$ cat src/rtl/im_loader_pkg.sv
// rtl/im_loader_pkg.sv - shared constants and state encoding for the IM loader
// Contents:
//   BASE_ADDR  byte address of the first written word (boot PC)
//   IM_DEPTH   IM capacity in words, also the largest legal word_count
//   CNT_W      width of word_count / words_done
//   state_t    loader FSM state encoding
package im_loader_pkg;

  localparam logic [31:0] BASE_ADDR = 32'h0000_3000;
  localparam int          IM_DEPTH  = 8192;
  localparam int          CNT_W     = 14;

  typedef enum logic [1:0] {
    ST_IDLE  = 2'd0,
    ST_RECV  = 2'd1,
    ST_WRITE = 2'd2,
    ST_DONE  = 2'd3
  } state_t;

endpackage

$ cat src/rtl/im_loader_byte_packer.sv
// rtl/im_loader_byte_packer.sv - 8->32 big-endian byte packer for the IM loader
// Ports:
//   clk, reset   clock, asynchronous active-low reset
//   clear        restart packing at byte 0 (accepted load start)
//   accept       a byte is consumed this cycle
//   in_data      byte being consumed
//   word         packed word including the byte consumed this cycle
//   word_valid   this cycle's accepted byte completes a word
module im_loader_byte_packer (
  input  logic        clk,
  input  logic        reset,
  input  logic        clear,
  input  logic        accept,
  input  logic [7:0]  in_data,
  output logic [31:0] word,
  output logic        word_valid
);

  logic [31:0] word_q;
  logic [1:0]  idx;

  // Look-ahead view so the top can capture the complete word on the same
  // edge that consumes the fourth byte.
  assign word       = {word_q[23:0], in_data};
  assign word_valid = accept && (idx == 2'd3);

  always_ff @(posedge clk or negedge reset) begin
    if (!reset) begin
      word_q <= '0;
      idx    <= '0;
    end else if (clear) begin
      word_q <= '0;
      idx    <= '0;
    end else if (accept) begin
      word_q <= word;
      idx    <= idx + 2'd1;
    end
  end

endmodule

$ cat src/rtl/im_loader.sv
// rtl/im_loader.sv - byte-stream loader writing packed words into instruction memory
// Ports:
//   clk, reset              clock, asynchronous active-low reset
//   start, word_count       load request and number of words to load
//   in_valid, in_data       byte stream in (MSB of each word first)
//   in_ready                loader accepts a byte this cycle
//   im_we, im_addr, im_wdata IM write port
//   cpu_hold, busy          fetch-stage hold / load in progress
//   done, err               last load completed / last start rejected
//   words_done, checksum    progress and mod-2^32 sum of written words
module im_loader
  import im_loader_pkg::*;
(
  input  logic             clk,
  input  logic             reset,
  input  logic             start,
  input  logic [CNT_W-1:0] word_count,
  input  logic             in_valid,
  input  logic [7:0]       in_data,
  output logic             in_ready,
  output logic             im_we,
  output logic [31:0]      im_addr,
  output logic [31:0]      im_wdata,
  output logic             cpu_hold,
  output logic             busy,
  output logic             done,
  output logic             err,
  output logic [CNT_W-1:0] words_done,
  output logic [31:0]      checksum
);

  state_t           state, state_nxt;
  logic [CNT_W-1:0] count_q;
  logic [CNT_W-1:0] words_inc;
  logic             start_ok;
  logic             count_zero;
  logic             count_bad;
  logic             accept;
  logic             last_word;
  logic [31:0]      packed_word;
  logic             word_valid;

  // start is only honoured while no load is running
  assign start_ok   = start && ((state == ST_IDLE) || (state == ST_DONE));
  assign count_zero = (word_count == '0);
  assign count_bad  = (word_count > CNT_W'(IM_DEPTH));
  assign accept     = in_valid && in_ready;
  assign words_inc  = words_done + 1'b1;
  assign last_word  = (words_inc == count_q);

  assign in_ready = (state == ST_RECV);
  assign im_we    = (state == ST_WRITE);
  assign busy     = (state == ST_RECV) || (state == ST_WRITE);
  assign cpu_hold = busy;

  im_loader_byte_packer u_packer (
    .clk        (clk),
    .reset      (reset),
    .clear      (start_ok),
    .accept     (accept),
    .in_data    (in_data),
    .word       (packed_word),
    .word_valid (word_valid)
  );

  always_ff @(posedge clk or negedge reset) begin
    if (!reset) begin
      state <= ST_IDLE;
    end else begin
      state <= state_nxt;
    end
  end

  always_comb begin
    state_nxt = state;
    case (state)
      ST_IDLE, ST_DONE: begin
        if (start) begin
          if (count_zero)     state_nxt = ST_DONE;
          else if (count_bad) state_nxt = ST_IDLE;
          else                state_nxt = ST_RECV;
        end
      end
      ST_RECV: begin
        if (word_valid) state_nxt = ST_WRITE;
      end
      ST_WRITE: begin
        state_nxt = last_word ? ST_DONE : ST_RECV;
      end
      default: state_nxt = ST_IDLE;
    endcase
  end

  always_ff @(posedge clk or negedge reset) begin
    if (!reset) begin
      count_q    <= '0;
      im_addr    <= BASE_ADDR;
      im_wdata   <= '0;
      words_done <= '0;
      checksum   <= '0;
      done       <= 1'b0;
      err        <= 1'b0;
    end else begin
      if (start_ok) begin
        if (count_zero) begin
          done       <= 1'b1;
          err        <= 1'b0;
          words_done <= '0;
          checksum   <= '0;
        end else if (count_bad) begin
          err  <= 1'b1;
          done <= 1'b0;
        end else begin
          count_q    <= word_count;
          words_done <= '0;
          checksum   <= '0;
          err        <= 1'b0;
          done       <= 1'b0;
          im_addr    <= BASE_ADDR;
        end
      end

      // Capture the word as its last byte arrives; it then stays on
      // im_wdata through the WRITE cycle and afterwards.
      if ((state == ST_RECV) && word_valid) begin
        im_wdata <= packed_word;
      end

      if (state == ST_WRITE) begin
        words_done <= words_inc;
        checksum   <= checksum + im_wdata;
        im_addr    <= im_addr + 32'd4;
        if (last_word) done <= 1'b1;
      end
    end
  end

endmodule

$ cat config.mk
export PLATFORM = sky130hd
export DESIGN_NAME = im_loader
export DESIGN_NICKNAME = d
export VERILOG_FILES = /design/src/rtl/im_loader_pkg.sv /design/src/rtl/im_loader_byte_packer.sv /design/src/rtl/im_loader.sv
export SDC_FILE = /design/constraint.sdc
export NUM_CORES = 1
export LEC_CHECK = 0
export ABC_AREA = 1
export CORE_ASPECT_RATIO = 0.9
export CORE_MARGIN = 5
export CORE_UTILIZATION = 55
export CTS_CLUSTER_DIAMETER = 30
export DETAILED_ROUTE_END_ITERATION = 7
export GPL_TIMING_DRIVEN = 1
export PLACE_DENSITY_LB_ADDON = 0.12
export REMOVE_ABC_BUFFERS = 1
export SLEW_MARGIN = 20
export SYNTH_ARGS = -nofsm -noshare
export SYNTH_HDL_FRONTEND = slang
export SYNTH_HIERARCHICAL = 1
export SYNTH_SLANG_ARGS = --single-unit
$ cat constraint.sdc
create_clock -name clk -period 2.3 [get_ports clk]
set_input_delay 0.575 -clock clk [delete_from_list [all_inputs] [get_ports clk]]
set_output_delay 0.575 -clock clk [all_outputs]
set_load 0.01 [all_outputs]
==> flow_summary.yaml, run 1 <==
min_path:
  hp-class: "in2async"
critical_path:
  crit_path_end_kind: "register"
  crit_chain: "ha_2 > inv_1 > fa_2 > nor3_2 > nor2_1 > inv_1 > nand2_1 > nand2_2 > nand2_1 > nand2_2 > nand2_1 > nand2_1 > nand2_1 > nand3_1 > nand2_1"
  crit_type: "reg2reg"
  crit_buf_inv: 2
  slowest_delay_ns: 0.38
  worstPathMaxFanout: 4
  required_ns: 2.61
  startpoint_type: "register"
  crit_slowest_cell: "fa_2"
  cp.arrival_ns: 2.49
  critPathMostFrequentCell: "nand2_1"
  critical-path-top-delay-family: "simple AND/OR/NAND/NOR gates"
clock_tree:
  clk_pin_slew_ns: 0.06
  ctsHoldBuffers: 0
  clock_path_buffers: 2
  cts_root_buf: "clkbuf_16"
  cts_made_buffers: 17
  cts.sinks: 152
  clk_latency_ns: 0.43
  htree_levels: 4
  cts_tree: "done"
synth:
  synth_xor_area_frac: 0.0189
  ys_types: 46
  synth_common_cells: "nand2_1 (318), dfrtp_1 (150), inv_1 (97), nor2_1 (90), o21ai_0 (87)"
  yosysSeqAreaShare: 0.419
  synth_seq_cells: 152
  yosysWarnings: 6
  synthTopCellsByArea: "dfrtp_1 (41%), nand2_1 (13%), ha_1 (5.0%)"
  post-synth-top-count-cell: "nand2_1"
  avgSynthCellArea_um2: 7.91
  yosys.area.top_type_share: 0.413
  yosys.area_share.adder: 0.0518
  synth_compound_area_frac: 0.115
  synth_top_family_by_area: "simple AND/OR/NAND/NOR gates"
  async_reset_ff_frac: 1.00
  synth_edf_count: 0
  synthMuxAreaShare: 0.0446
  netlist_area_um2: 9080
  syn_inst: 1148
  synth_top_flop_cell: "dfrtp_1"
  yosys.area.top_type: "dfrtp_1"
  synthSimpleGateAreaFrac: 0.280
global_routing:
  grt_pass1_vias: 8067
  track_usage: 0.266
  grt_max_degree: 56
  grt_pass1_wl_um: 41900
  antenna_found_initial: 0
  overflow: 0
final_layout:
  drive_above_1_share: 0.136
  synthToLayoutAreaGrowth_pct: 29.0
  insertedDiodeCount: 0
  final_util: 0.724
  fin_nets: 1385
routing:
  drtAntennaViolNets: 0
  vias_per_cell: 5.55
  drt_iter0_markers: 666
  drt-total-wl_um: 25800
  drc_errors: 0
  vias: 8561
  wl_per_cell_um: 16.7
  dr.pass1.iters: 5
power:
  power_density_nw_per_um2: 1130
  ir_drop_uv: 738
  leakage_nw: 5.58
timing:
  max_slew.worst_pin.slew_ns: 0.540
  fmax_mhz: 460
  period_needed_ns: 2.17
  finalHoldViolations: 0
  layout_setup_ws_ns: 0.127
  slew_violations: 0
  clock-skew-final_ns: 0.00694
  period_share: 0.945
  tns_ns: 0
  setup_viol: 0
  max_slew_margin: 0.640
run:
  drv_cap: 0
floorplanning:
  ioPinCount: 142
  core_area_um2: 16200
  die_area_um2: 19200
  start_util: 0.561
  die_w_um: 145
  placementRows: 44
  fp.dieH_um: 132
place:
  port_buffers: 139
  hpwl_um: 19300
  place_congestion: 0.939
  dp_slack_ns: -0.277
status:
  status: "finished, final reports clean"
[registers in the layout (all words and copies together), names as in the netlist]
register,count
words_done,14
state,2
done,1
u_packer/idx,2
u_packer/word_q,24
err,1
im_addr,30
count_q,14
im_wdata,32
checksum,32
[final cells by class]
class | count | area (µm²)
Multi-Input combinational cell | 857 | 4730
Fill cell | 1286 | 4470
Sequential cell | 152 | 3810
Timing Repair Buffer | 192 | 1910
Clock buffer | 24 | 482
Inverter | 102 | 385
Tap cell | 207 | 259
Clock inverter | 8 | 143
[layer usage]
metal  up-vias  global-route usage  part of all wire
met4         0               0.107             0.031
met1      4010               0.389              0.47
met3        50              0.0519             0.067
li1       4176                   -                 -
met2       325               0.392              0.43
met5         -                   0                 0
[where the power goes]
part	switching (mW)	internal [mW]
combinational	3.13	2.67
sequential	0.948	3.56
clock	1.09	1.90
[kinds of logic (layout without fill, tap and decap cells)]
group	Yosys count	after routing
multiplexers	36	36
AND/OR/NAND/NOR	568	568
adder cells (fa/ha/maj)	37	37
flip-flops	152	152
other	1	2
XOR/XNOR	18	18
AO/OA/AOI/OAI	196	196
buffers and inverters	140	326
[per-stage QoR]
step	hold slack (ns)	total power, mW	cells	area [µm²]
final	0.101	13.3	1542	11700
after global routing	0.143	14.1	1542	11700
after CTS	0.122	13.3	1541	11600
after detailed placement	0.456	10.2	1509	11000
after global placement	0.458	10.1	1509	11000
after floorplan	0.279	7.34	1111	8830
[timing repair]
item | in CTS | in global routing
resized for setup | 8 | 21
endpoints found under the setup margin | 8 | 25
setup buffers | 0 | 1
[path summary, 6_finish.rpt]
kind,from,end,slack (ns),depth (start not counted)
max,im_wdata[0],checksum[30],0.13,15
min,reset,checksum[29],0.10,1
max reg2reg,im_wdata[0],checksum[30],0.13,15
min reg2reg,u_packer/word_q[22],u_packer/word_q[22],0.47,2
max in group asynchronous,reset,count_q[12],1.57,2
min in group clk,u_packer/word_q[22],u_packer/word_q[22],0.47,2
[cell usage in the layout, fill, tap and decap left out, types with 22 or more instances in the layout]
cell type and n:
nor2_1 90, nand3_1 72, ha_1 32, nand3_2 22, clkdlybuf4s50_1 134, inv_1 97, o21ai_0 83, mux2_2 36
nand2_1 314, a21oi_1 67, dfrtp_1 149, buf_4 43
(Power assumes the default switching activity.)
==> inputs of run 2 (changes only) <==
--- a/config.mk
+++ b/config.mk
@@ -6,7 +6,6 @@
 export NUM_CORES = 1
 export LEC_CHECK = 0
 export ABC_AREA = 1
-export CORE_ASPECT_RATIO = 0.9
 export CORE_MARGIN = 5
 export CORE_UTILIZATION = 55
 export CTS_CLUSTER_DIAMETER = 30
==> run 2 against run 1 <==
Compared with the run above: sequential share of layout area barely moved; via count is 0.28% lower; core utilization down 0.95 points; largest power group unchanged; critical path type is now reg2out.
==> flow_summary.yaml, run 2 (synthesis results as in run 1) <==
status:
  status: "finished, final reports clean"
place:
  place_inst: 1516
  place_congestion: 0.939
  port_buffers: 139
  hpwl_um: 19200
final_layout:
  final_common_cell: "nand2_1"
  most-common-layout-cells: "nand2_1 (314), dfrtp_1 (150), clkdlybuf4s50_1 (135)"
  largestRegisters: "checksum (32), im_wdata (32), im_addr (30)"
  drive_above_1_share: 0.137
  ff_latch_area_um2: 3810
  n_fill_cell: 1291
  insertedDiodeCount: 0
  final_util: 0.714
  multi_input_area_um2: 4770
  fin_nets: 1380
  synthToLayoutAreaGrowth_pct: 29.1
  final_cells: 1550
routing:
  vias: 8537
  routed-wl-met3_um: 1660
  vias_per_cell: 5.51
  drtAntennaViolNets: 0
  drt_iter0_markers: 671
  drc_errors: 0
  wl_met1_um: 11800
  met2_length_um: 11700
  drt-total-wl_um: 25600
  top_layer_used: "met4"
  dr.pass1.iters: 6
  wl_per_cell_um: 16.5
timing:
  period_share: 0.980
  period_needed_ns: 2.25
  slew_violations: 0
  clock-skew-final_ns: 0.00665
  grt_setup_unrepaired: "true"
  finalHoldViolations: 0
  setup_viol: 0
  fmax_mhz: 444
floorplanning:
  placementRows: 47
  die_area_um2: 19200
  die_w_um: 138
  start_util: 0.553
  core_area_um2: 16400
  ioPinCount: 142
  fp.dieH_um: 138
critical_path:
  crit_slowest_cell: "clkdlybuf4s50_1"
  crit_buf_inv: 2
  critical-path-top-delay-family: "buffers and inverters"
  slowest_delay_ns: 0.55
  cp.arrival_ns: 1.68
  reg2reg_slack_ns: 0.06
  required_ns: 1.73
  crit_type: "reg2out"
  startpoint_type: "register"
  worstPathMaxFanout: 3
  crit_chain: "inv_1 > ha_4 > clkdlybuf4s50_1"
  crit_path_end_kind: "output port"
clock_tree:
  cts_root_buf: "clkbuf_16"
  cts_made_buffers: 17
  cts.sinks: 152
  clk_latency_ns: 0.42
  htree_levels: 4
  clock_path_buffers: 2
  ctsHoldBuffers: 0
  cts_tree: "done"
  clk_pin_slew_ns: 0.06
run:
  drv_cap: 0
global_routing:
  grt_pass1_wl_um: 41900
  antenna_found_initial: 0
  grt_max_degree: 45
  grt_pass1_vias: 8082
  overflow: 0
  track_usage: 0.268
power:
  leakage_nw: 5.54
  power_density_nw_per_um2: 1140
  ir_drop_uv: 686
min_path:
  hp-class: "in2async"
run 2: changes by cell type in the layout (fill, tap and decap cells not counted), sizes merged:
cell           previous run  this run
clkdlybuf4s50           134       135
clkinv                    3         5
clkbuf                   24        20
inv                     102       104
dlymetal6s2s              1         0
buf                      54        49
run 2: final cells by class:
cell class	instances	share of cell area
Inverter	102	0.0329
Tap cell	220	0.0235
Multi-Input combinational cell	857	0.407
Clock buffer	20	0.0373
Clock inverter	12	0.0148
Sequential cell	152	0.325
Timing Repair Buffer	187	0.160
run 2: path summary, 6_finish.rpt:
kind                                startpoint                  end  depth (start not counted)
max                                   state[0]                im_we                          3
max reg2reg                        im_wdata[3]         checksum[26]                         13
min reg2reg                u_packer/word_q[20]  u_packer/word_q[20]                          2
min                                      reset         im_wdata[30]                          1
max in group asynchronous                reset         checksum[10]                          2
min in group clk           u_packer/word_q[20]  u_packer/word_q[20]                          2
run 2: repair_timing:
| action | 4_1_cts | 5_1_grt |
|---|---|---|
| hold endpoints to repair | 0 | 0 |
| gates resized for setup | 9 | 25 |
| cloned | 0 | 0 |
| setup buffers | 0 | 2 |
| endpoints found under the setup margin | 10 | 18 |
| pin swaps | 1 | 3 |
run 2: through the flow:
stage               instance area [µm²]  setup WS (ns)  power [mW]  setup TNS [ns]  hold slack [ns]
floorplan                          8830         -0.553        7.34          -18.91            0.279
detailed placement                11000         -0.197        10.3          -10.20            0.458
global placement                  11000         -0.127        10.1           -6.56            0.451
global route                      11700        -0.0531        14.2          -0.180            0.109
CTS                               11600        0.00316        13.3               0           0.0898
finish                            11700         0.0454        13.3               0           0.0783
run 2: where the power goes:
group | switching [mW] | total, mW | internal, mW
Clock | 1.12 | 2.94 | 1.82
Combinational | 3.13 | 5.86 | 2.73
Sequential | 0.984 | 4.54 | 3.56
run 2: per-layer routing:
layer	vias up	track usage
li1	4163	-
met1	4051	0.389
met2	282	0.415
met3	41	0.0480
met4	0	0.0728
met5	-	0
